File: src/rtl/trajectory_line_raster.sv
// Bresenham trajectory-line rasteriser with per-row X span table.
// Rasterises on start, answers per-pixel draw requests once READY.
module trajectory_line_raster #(
  parameter int LINE_ROWS = 64,
  parameter int DASH_LOG2 = 2,
  parameter int COORD_W   = 11
) (
  input  logic                      clk,
  input  logic                      reset,
  input  logic                      start,
  input  logic signed [COORD_W-1:0] anchorX,
  input  logic signed [COORD_W-1:0] anchorY,
  input  logic signed [COORD_W-1:0] targetX,
  input  logic signed [COORD_W-1:0] targetY,
  input  logic                      line_en,
  input  logic                      dash_en,
  input  logic signed [COORD_W-1:0] pixelX,
  input  logic signed [COORD_W-1:0] pixelY,
  output logic                      busy,
  output logic                      line_DR
);

  localparam int EW = COORD_W + 2;
  localparam int RW = (LINE_ROWS > 1) ? $clog2(LINE_ROWS) : 1;
  localparam logic signed [EW-1:0] ROWS_S = EW'(LINE_ROWS);

  typedef enum logic [1:0] {
    IDLE,
    CLEAR,
    TRACE,
    READY
  } state_t;

  state_t state_q, state_d;

  logic [RW-1:0]             clr_q;
  logic signed [COORD_W-1:0] x1_q, y1_q, ytop_q;
  logic signed [COORD_W-1:0] x_q, y_q;
  logic signed [EW-1:0]      dx_q, dy_q, err_q;
  logic                      sx_neg_q, sy_neg_q;

  logic [LINE_ROWS-1:0]      valid_q;
  logic signed [COORD_W-1:0] min_q [LINE_ROWS];
  logic signed [COORD_W-1:0] max_q [LINE_ROWS];

  // setup terms computed straight from the inputs being latched
  logic signed [EW-1:0] ddx, ddy, adx, ady;

  always_comb begin
    ddx = EW'(targetX) - EW'(anchorX);
    ddy = EW'(targetY) - EW'(anchorY);
    adx = ddx[EW-1] ? -ddx : ddx;
    ady = ddy[EW-1] ? -ddy : ddy;
  end

  logic                      at_end;
  logic signed [EW-1:0]      e2, err_n;
  logic                      step_x, step_y;
  logic signed [COORD_W-1:0] x_n, y_n;
  logic signed [EW-1:0]      rr;
  logic                      in_win;
  logic [RW-1:0]             ridx;
  logic                      rec_en;

  always_comb begin
    at_end = (x_q == x1_q) && (y_q == y1_q);
    e2     = err_q <<< 1;
    step_x = (e2 >= dy_q);
    step_y = (e2 <= dx_q);
    err_n  = err_q;
    if (step_x) err_n = err_n + dy_q;
    if (step_y) err_n = err_n + dx_q;
    x_n = x_q;
    if (step_x) x_n = sx_neg_q ? x_q - 1'b1 : x_q + 1'b1;
    y_n = y_q;
    if (step_y) y_n = sy_neg_q ? y_q - 1'b1 : y_q + 1'b1;
    rr     = EW'(y_q) - EW'(ytop_q);
    in_win = (rr >= 0) && (rr < ROWS_S);
    ridx   = rr[RW-1:0];
    rec_en = (state_q == TRACE) && in_win;
  end

  always_comb begin
    state_d = state_q;
    unique case (state_q)
      IDLE:  state_d = IDLE;
      CLEAR: if (clr_q == RW'(LINE_ROWS - 1)) state_d = TRACE;
      TRACE: if (at_end) state_d = READY;
      READY: state_d = READY;
      default: state_d = IDLE;
    endcase
    // a start in any state is a (re)start
    if (start) state_d = CLEAR;
  end

  always_ff @(posedge clk or posedge reset) begin
    if (reset) state_q <= IDLE;
    else       state_q <= state_d;
  end

  always_ff @(posedge clk or posedge reset) begin
    if (reset) begin
      clr_q    <= '0;
      x1_q     <= '0;
      y1_q     <= '0;
      ytop_q   <= '0;
      x_q      <= '0;
      y_q      <= '0;
      dx_q     <= '0;
      dy_q     <= '0;
      err_q    <= '0;
      sx_neg_q <= 1'b0;
      sy_neg_q <= 1'b0;
    end else if (start) begin
      clr_q    <= '0;
      x1_q     <= targetX;
      y1_q     <= targetY;
      ytop_q   <= (anchorY < targetY) ? anchorY : targetY;
      x_q      <= anchorX;
      y_q      <= anchorY;
      dx_q     <= adx;
      dy_q     <= -ady;
      err_q    <= adx - ady;
      sx_neg_q <= ddx[EW-1];
      sy_neg_q <= ddy[EW-1];
    end else if (state_q == CLEAR) begin
      clr_q <= clr_q + 1'b1;
    end else if (state_q == TRACE && !at_end) begin
      x_q   <= x_n;
      y_q   <= y_n;
      err_q <= err_n;
    end
  end

  always_ff @(posedge clk or posedge reset) begin
    if (reset)                  valid_q <= '0;
    else if (state_q == CLEAR)  valid_q[clr_q] <= 1'b0;
    else if (rec_en)            valid_q[ridx] <= 1'b1;
  end

  // span storage needs no reset; the valid bit qualifies it
  always_ff @(posedge clk) begin
    if (rec_en) begin
      if (!valid_q[ridx] || x_q < min_q[ridx]) min_q[ridx] <= x_q;
      if (!valid_q[ridx] || x_q > max_q[ridx]) max_q[ridx] <= x_q;
    end
  end

  logic signed [EW-1:0] pr;
  logic                 pin;
  logic [RW-1:0]        pidx;
  logic                 dr_d;

  always_comb begin
    pr   = EW'(pixelY) - EW'(ytop_q);
    pin  = (pr >= 0) && (pr < ROWS_S);
    pidx = pr[RW-1:0];
    dr_d = 1'b0;
    if (state_q == READY && !start && line_en && pin)
      dr_d = valid_q[pidx]
          && (pixelX >= min_q[pidx])
          && (pixelX <= max_q[pidx])
          && !(dash_en && pr[DASH_LOG2]);
  end

  always_ff @(posedge clk or posedge reset) begin
    if (reset) line_DR <= 1'b0;
    else       line_DR <= dr_d;
  end

  assign busy = (state_q == CLEAR) || (state_q == TRACE);

endmodule

File: config.mk
export PLATFORM = sky130hd
export DESIGN_NAME = trajectory_line_raster
export DESIGN_NICKNAME = d
export VERILOG_FILES = /design/src/rtl/trajectory_line_raster.sv
export SDC_FILE = /design/constraint.sdc
export NUM_CORES = 2
export LEC_CHECK = 0
export CAP_MARGIN = 20
export CORE_MARGIN = 2
export CORE_UTILIZATION = 49
export CTS_CLUSTER_DIAMETER = 40
export CTS_CLUSTER_SIZE = 10
export DETAILED_ROUTE_END_ITERATION = 6
export HOLD_SLACK_MARGIN = 0.06
export PLACE_DENSITY = 0.75
export RECOVER_POWER = 25
export SYNTH_ARGS = -nofsm -noshare
export SYNTH_HDL_FRONTEND = slang
export SYNTH_SLANG_ARGS = --single-unit
File: constraint.sdc
create_clock -name clk -period 19.17 [get_ports clk]
set_input_delay 5.751 -clock clk [delete_from_list [all_inputs] [get_ports clk]]
set_output_delay 5.751 -clock clk [all_outputs]
set_load 0.05 [all_outputs]
**After elaboration in Yosys (flattened, before gate mapping)**

Memory sizes are Yosys's and may differ from the RTL's.
Index checks and enable logic that the tools add are counted.

- Register bits: 169
- Bits in writable memories: 1,408
- Input bits: 71
- Output and inout bits: 2
- Logic and storage cells: 131
- Memories: 2

- $add $sub $neg: 15
- $lt $le $gt $ge: 16
- Eq/ne operators: 9
- Multiplexer cells: 41
- Bitwise logic cells: 3
- Reductions and logical operators: 31

Memories:

| name | depth | bits a word | read ports | clocked after Yosys merged registers in | wr ports | RTL line | RTL |
|---|---|---|---|---|---|---|---|
| max_q | 64 | 11 | 2 | 0 | 1 | 44 | `logic signed [COORD_W-1:0] max_q [LINE_ROWS];` |
| min_q | 64 | 11 | 2 | 0 | 1 | 43 | `logic signed [COORD_W-1:0] min_q [LINE_ROWS];` |

Operators by type and width:

| kind | number |
|---|---|
| 2-to-1 mux 64 bit | 2 |
| 2-to-1 mux 11 bit | 11 |
| 2-to-1 mux 13 bit | 7 |
| AND 64 bit | 1 |
| NOT 64 bit | 1 |
| bitwise OR 64 bit | 1 |
| subtractor 11 x 11 -> 12 bit | 4 |
| adder 13 bit | 2 |
| negation 12 -> 13 bit | 2 |
| greater-or-equal comparator 12 x 1 -> 1 bit, second input constant | 2 |
| < comparator 12 x 8 -> 1 bit, second input constant | 2 |
| adder 11 x 1 -> 11 bit, second input constant | 2 |
| == test 11 bit | 2 |
| < comparator 11 bit | 2 |
| subtractor 11 x 1 -> 11 bit, second input constant | 2 |
| < comparator 6 x 7 -> 1 bit, second input constant | 3 |
| logical AND 1 bit | 14 |
| greater-or-equal comparator 13 bit | 1 |
| less-or-equal comparator 13 bit | 1 |
| negation 13 bit | 1 |
| subtractor 13 bit | 1 |
| binary-select mux 1 bit (select 6 bit) | 2 |
| demux 1 bit (select 6 bit) | 2 |
| greater-or-equal comparator 6 x 1 -> 1 bit, second input constant | 2 |
| 19 further kinds | 45 |

**Longest topological paths before layout**

- Depth in word-level cells: 8
- Gate-level depth with buffers: 30
- Gate-level depth less buffers: 25

**Least setup slack after synthesis**

Ideal clock, no wire load.

- Path kind: in2reg
- Start: in pixelY[0]
- End: reg line_DR
- Setup time: 0.094 ns
- Data arrival time: 10.414 ns
- Data required time: 19.076 ns
- Slack: 8.662 ns
- Stages on the path: 20
- Path buffers: 3
- Cell sequence: inv_1 > ha_1 > clkbuf_1 > buf_1 > buf_1 > mux4_2 > mux4_2 > mux4_2 > inv_1 > ha_1 > nor2b_1 > o21a_1 > o21a_1 > o21a_1 > o21a_1 > o21a_1 > o21a_1 > o21ai_0 > a21oi_1 > a211oi_1

- Longest elaborated chain between the ends: 7
- Elaborated cells between the ends (all ways): 17
- Those cells by class: 1 x add/sub; 4 x order compare; 3 x mux; 7 x reduce/logical; 2 x memory

Ends and longest elaborated chain:

| what | RTL line | RTL |
|---|---|---|
| start: declaration | 18 | `input logic signed [COORD_W-1:0] pixelY,` |
| subtractor 11 x 11 -> 12 bit (*) | 155 | `pr = EW'(pixelY) - EW'(ytop_q);` |
| memory (64 x 11 bit) or binary-select mux 1 bit (select 6 bit) (tied branches) | - |  |
| greater-or-equal comparator 11 bit or 2-to-1 mux 1 bit (tied branches) | 161, 160 |  |
| logical AND 1 bit | 161 | `&& (pixelX >= min_q[pidx])` |
| logical AND 1 bit | 162 | `&& (pixelX <= max_q[pidx])` |
| logical AND 1 bit | 163 | `&& !(dash_en && pr[DASH_LOG2]);` |
| 2-to-1 mux 1 bit (*) | 159 | `if (state_q == READY && !start && line_en && pin)` |
| via dr_d | 152 | `logic dr_d;` |
| end signal: assignment | 168 | `else line_DR <= dr_d;` |
| end: declaration | 20 | `output logic line_DR` |

The timed path passes the listed nets; every way through them passes the cells marked *. The select of a mux whose other input is x is not followed.
A chain may end at the register's enable or synchronous reset.

**Final worst setup path**

Same ends and word-level chain as after synthesis.

==> impl_results.md <==
* Status: finished with violations
* Failing checks: capacitance limit, slew limit
* Synth top area share at 53.6%
* First-pass GRT wire length at 378 mm
* Worst-Margin Slew at 3.33 ns
* Slowest CP cell: buf_4
* Synth top area cells: edfxtp_1, mux4_2, dfrtp_1
* TritonCTS clock tree: done
* Vias/cell at 7.21
* Detail Placement HPWL at 166 mm
* Slew Viols, Final at 857
* Yosys warns at 0
* Count of hold-fix buffers inserted at cts at 0
* Fraction of registers with async set/reset at 10.7%
* # rows at 147
* # clock sinks at 1,576
* Mean Syn Cell Area at 14.8 µm²
* Crit path max-delay family: buffers and inverters
* WP data required at 19.93 ns
* Clk_skew at 0.0423 ns
* Syn Nets at 5,568
* Clk_lat worst skew at 0.86 ns
* WL per Instance at 34.2 µm
* Synth Flop Type: edfxtp_1
* Fraction of layout cells with a size suffix above 1 at 22.4%
* Placed instance count at 7,401
* Cells after Synth at 5,317
* Post-route clock period utilization at 60.0%
* Number of flops mapped to enable cells by yosys at 1,408
* Hold Fails Final Rpt at 0
* Root buf cell: clkbuf_16
* # setup viols final at 0
* Post-layout util at 55.6%
* CP cell instances: clkdlybuf4s50_1 > inv_1 > ha_4 > fa_4 > buf_12 > buf_4 > mux4_2 > mux4_2 > mux4_2 > inv_1 > ha_1 > nor2b_1 > o21a_1 > o21ai_0 > nand2b_1 > a21oi_1 > o21ai_0 > a21oi_1 > o21ai_0 > nand4b_1 > a211oi_1
* Vias in the first global route at 54,455
* Pre-CTS setup slack at 6.98 ns
* Pwr Total at 13.0 mW
* Arrival time at the worst endpoint at 12.26 ns
* Layout Area Growth over Synthesis at 12.9%
* Total setup buffers inserted after CTS at 0
* TNS Setup at 0 ns
* Clock tree buffer depth at 3
* Initial antenna violation count at 14
* Final Non-Filler Cells at 7,703
* H-Tree Depth at 4
* Max-Cap Viols at 15
* CP Class: input port to register
* Final setup margin at 7.68 ns
* Via count at 55,540
* DR pass1 iterations at 6
* Flops & latches, synth at 1,576
* Clock buffer count from CTS at 197
* Initial Util at 49.2%
* Headroom to the max-slew limit at -122%
* Final WL at 264 mm
* PD cells at 146 nW/µm²
* Die width at 405 µm
* Critical path launch point type: input port
* Fin crit period at 11.49 ns
* Die Y at 405 µm
* Peak VDD IR at 0.159 mV
* Final ANT Viol Nets at 0
* Io pins at 73
* Fillcell total at 12,040
* Crit path largest cell delay at 0.86 ns
* Clock slew at reported path FFs at 0.05 ns
* Buf+Inv Stages, Crit Path at 5
* Most frequent cells in the layout: edfxtp_1, mux4_2, o22ai_1
* Die area at 164,000 µm²
* Hold WS at 0.477 ns
* CTS resizes at 0
* Commonest non-fill, non-tap cell in the layout: edfxtp_1
* Initial DRC count at 9,646
* Post-Layout Inst Area at 89,100 µm²
* Number of port buffers at 72
* Total GRT Usage at 31.9%
* Placed inst area at 83,300 µm²
* Worst Setup End Kind: register
* RSZ-0062 raised after global routing: false
* Post-synth top area cell: edfxtp_1
* Pleak at 29.8 nW
* Register area share after synthesis at 58.9%
* Maximum fanout along the worst path at 140
* RD Place Congestion at 0.979
* DRC at 0
* Hold WC Path Type: register to register
* Area of the mapped netlist at 78,900 µm²
* Layout Nets at 5,694
* GR Overflow Total at 0
* Largest net degree at the start of global routing at 141
* Fmax at 87.0 MHz
* Core Area at 160,000 µm²
* Yosys cell types at 87
-- synthesized netlist by cell type, types with 67 or more instances --
cell type and count:
buf_1 82, edfxtp_1 1408, ha_1 171, nor2_1 317, o21ai_0 279, nand2_1 288
nor3_1 139, o22ai_1 307, xnor2_1 71, mux4_2 592, clkbuf_1 228, a211oi_1 67
inv_1 146, mux2i_1 97, a21oi_1 180, dfrtp_1 168
-- area by class of cell --
cell class | instances | area [µm²] | share of cell area (%)
repair buffers | 296 | 2510 | 2.82
diodes | 4 | 10.0 | 0.0112
clock inverters | 58 | 646 | 0.725
clock buffers | 237 | 5220 | 5.85
flip-flops and latches | 1576 | 46500 | 52.2
multi-input cells | 3225 | 31000 | 34.8
inverters | 147 | 557 | 0.625
well taps | 2160 | 2700 | 3.03
-- cells by family (layout without fill, tap and decap cells) --
family	count (synthesis)	in the layout	share of synthesized area [%]
buf+inv	516	738	2.61
compound gates	1165	1165	9.39
other cells	0	4	0
fa+ha+maj	180	180	2.94
simple gates	1030	1030	6.06
flops	1576	1576	58.9
mux	733	733	18.8
xor+xnor	117	117	1.32
-- worst paths after layout --
check / startpoint / end / slack [ns] / cells past startpoint
max: pixelY[0] / line_DR / 7.68 / 21
min: dx_q[12] / dx_q[12] / 0.48 / 2
max reg2reg: y_q[0] / min_q[44][7] / 9.45 / 23
min reg2reg: dx_q[12] / dx_q[12] / 0.48 / 2
max in group asynchronous: reset / err_q[10] / 12.49 / 3
min in group asynchronous: reset / valid_q[19] / 5.48 / 2
-- where the power goes --
group          leakage [nW]  internal [mW]  switching (mW)
registers              14.8           3.97           0.144
logic                  12.2           1.89            3.55
clock network          2.83           1.99            1.43
-- per-layer routing --
metal | global-route usage, % | up-vias | share of wire [%]
li1 | - | 21839 | -
met1 | 39.8 | 27401 | 32
met2 | 46.8 | 5044 | 43
met3 | 12.3 | 1238 | 16
met4 | 20.2 | 18 | 7.9
met5 | 0.297 | - | 0.046
-- flip-flops by register name, summed over array words and instances (netlist names) --
register	count
ytop_q	11
y_q	11
clr_q	6
x_q	11
x1_q	11
max_q	704
line_DR	1
valid_q	64
err_q	12
min_q	704
sx_neg_q	1
dx_q	13
y1_q	11
dy_q	13
sy_neg_q	1
state_q	2
-- worst reg2reg max path: stages, from the launching register on --
cell	delay (ns)
dfrtp_1	0.44
inv_1	0.18
ha_4	0.15
inv_1	0.04
fa_4	0.89
buf_4	0.46
and2_2	0.25
buf_4	0.31
nand2_4	0.46
buf_4	0.60
buf_4	0.58
o22ai_1	0.18
nor4_1	1.00
o22ai_1	0.28
a221oi_1	0.62
nand4_1	0.24
ha_1	0.41
a21o_1	0.17
a221oi_1	0.26
o21ai_0	0.15
o21ai_0	0.31
a21oi_4	0.09
buf_4	0.35
nor3_4	0.90
Power figures use the tool's default switching activity.
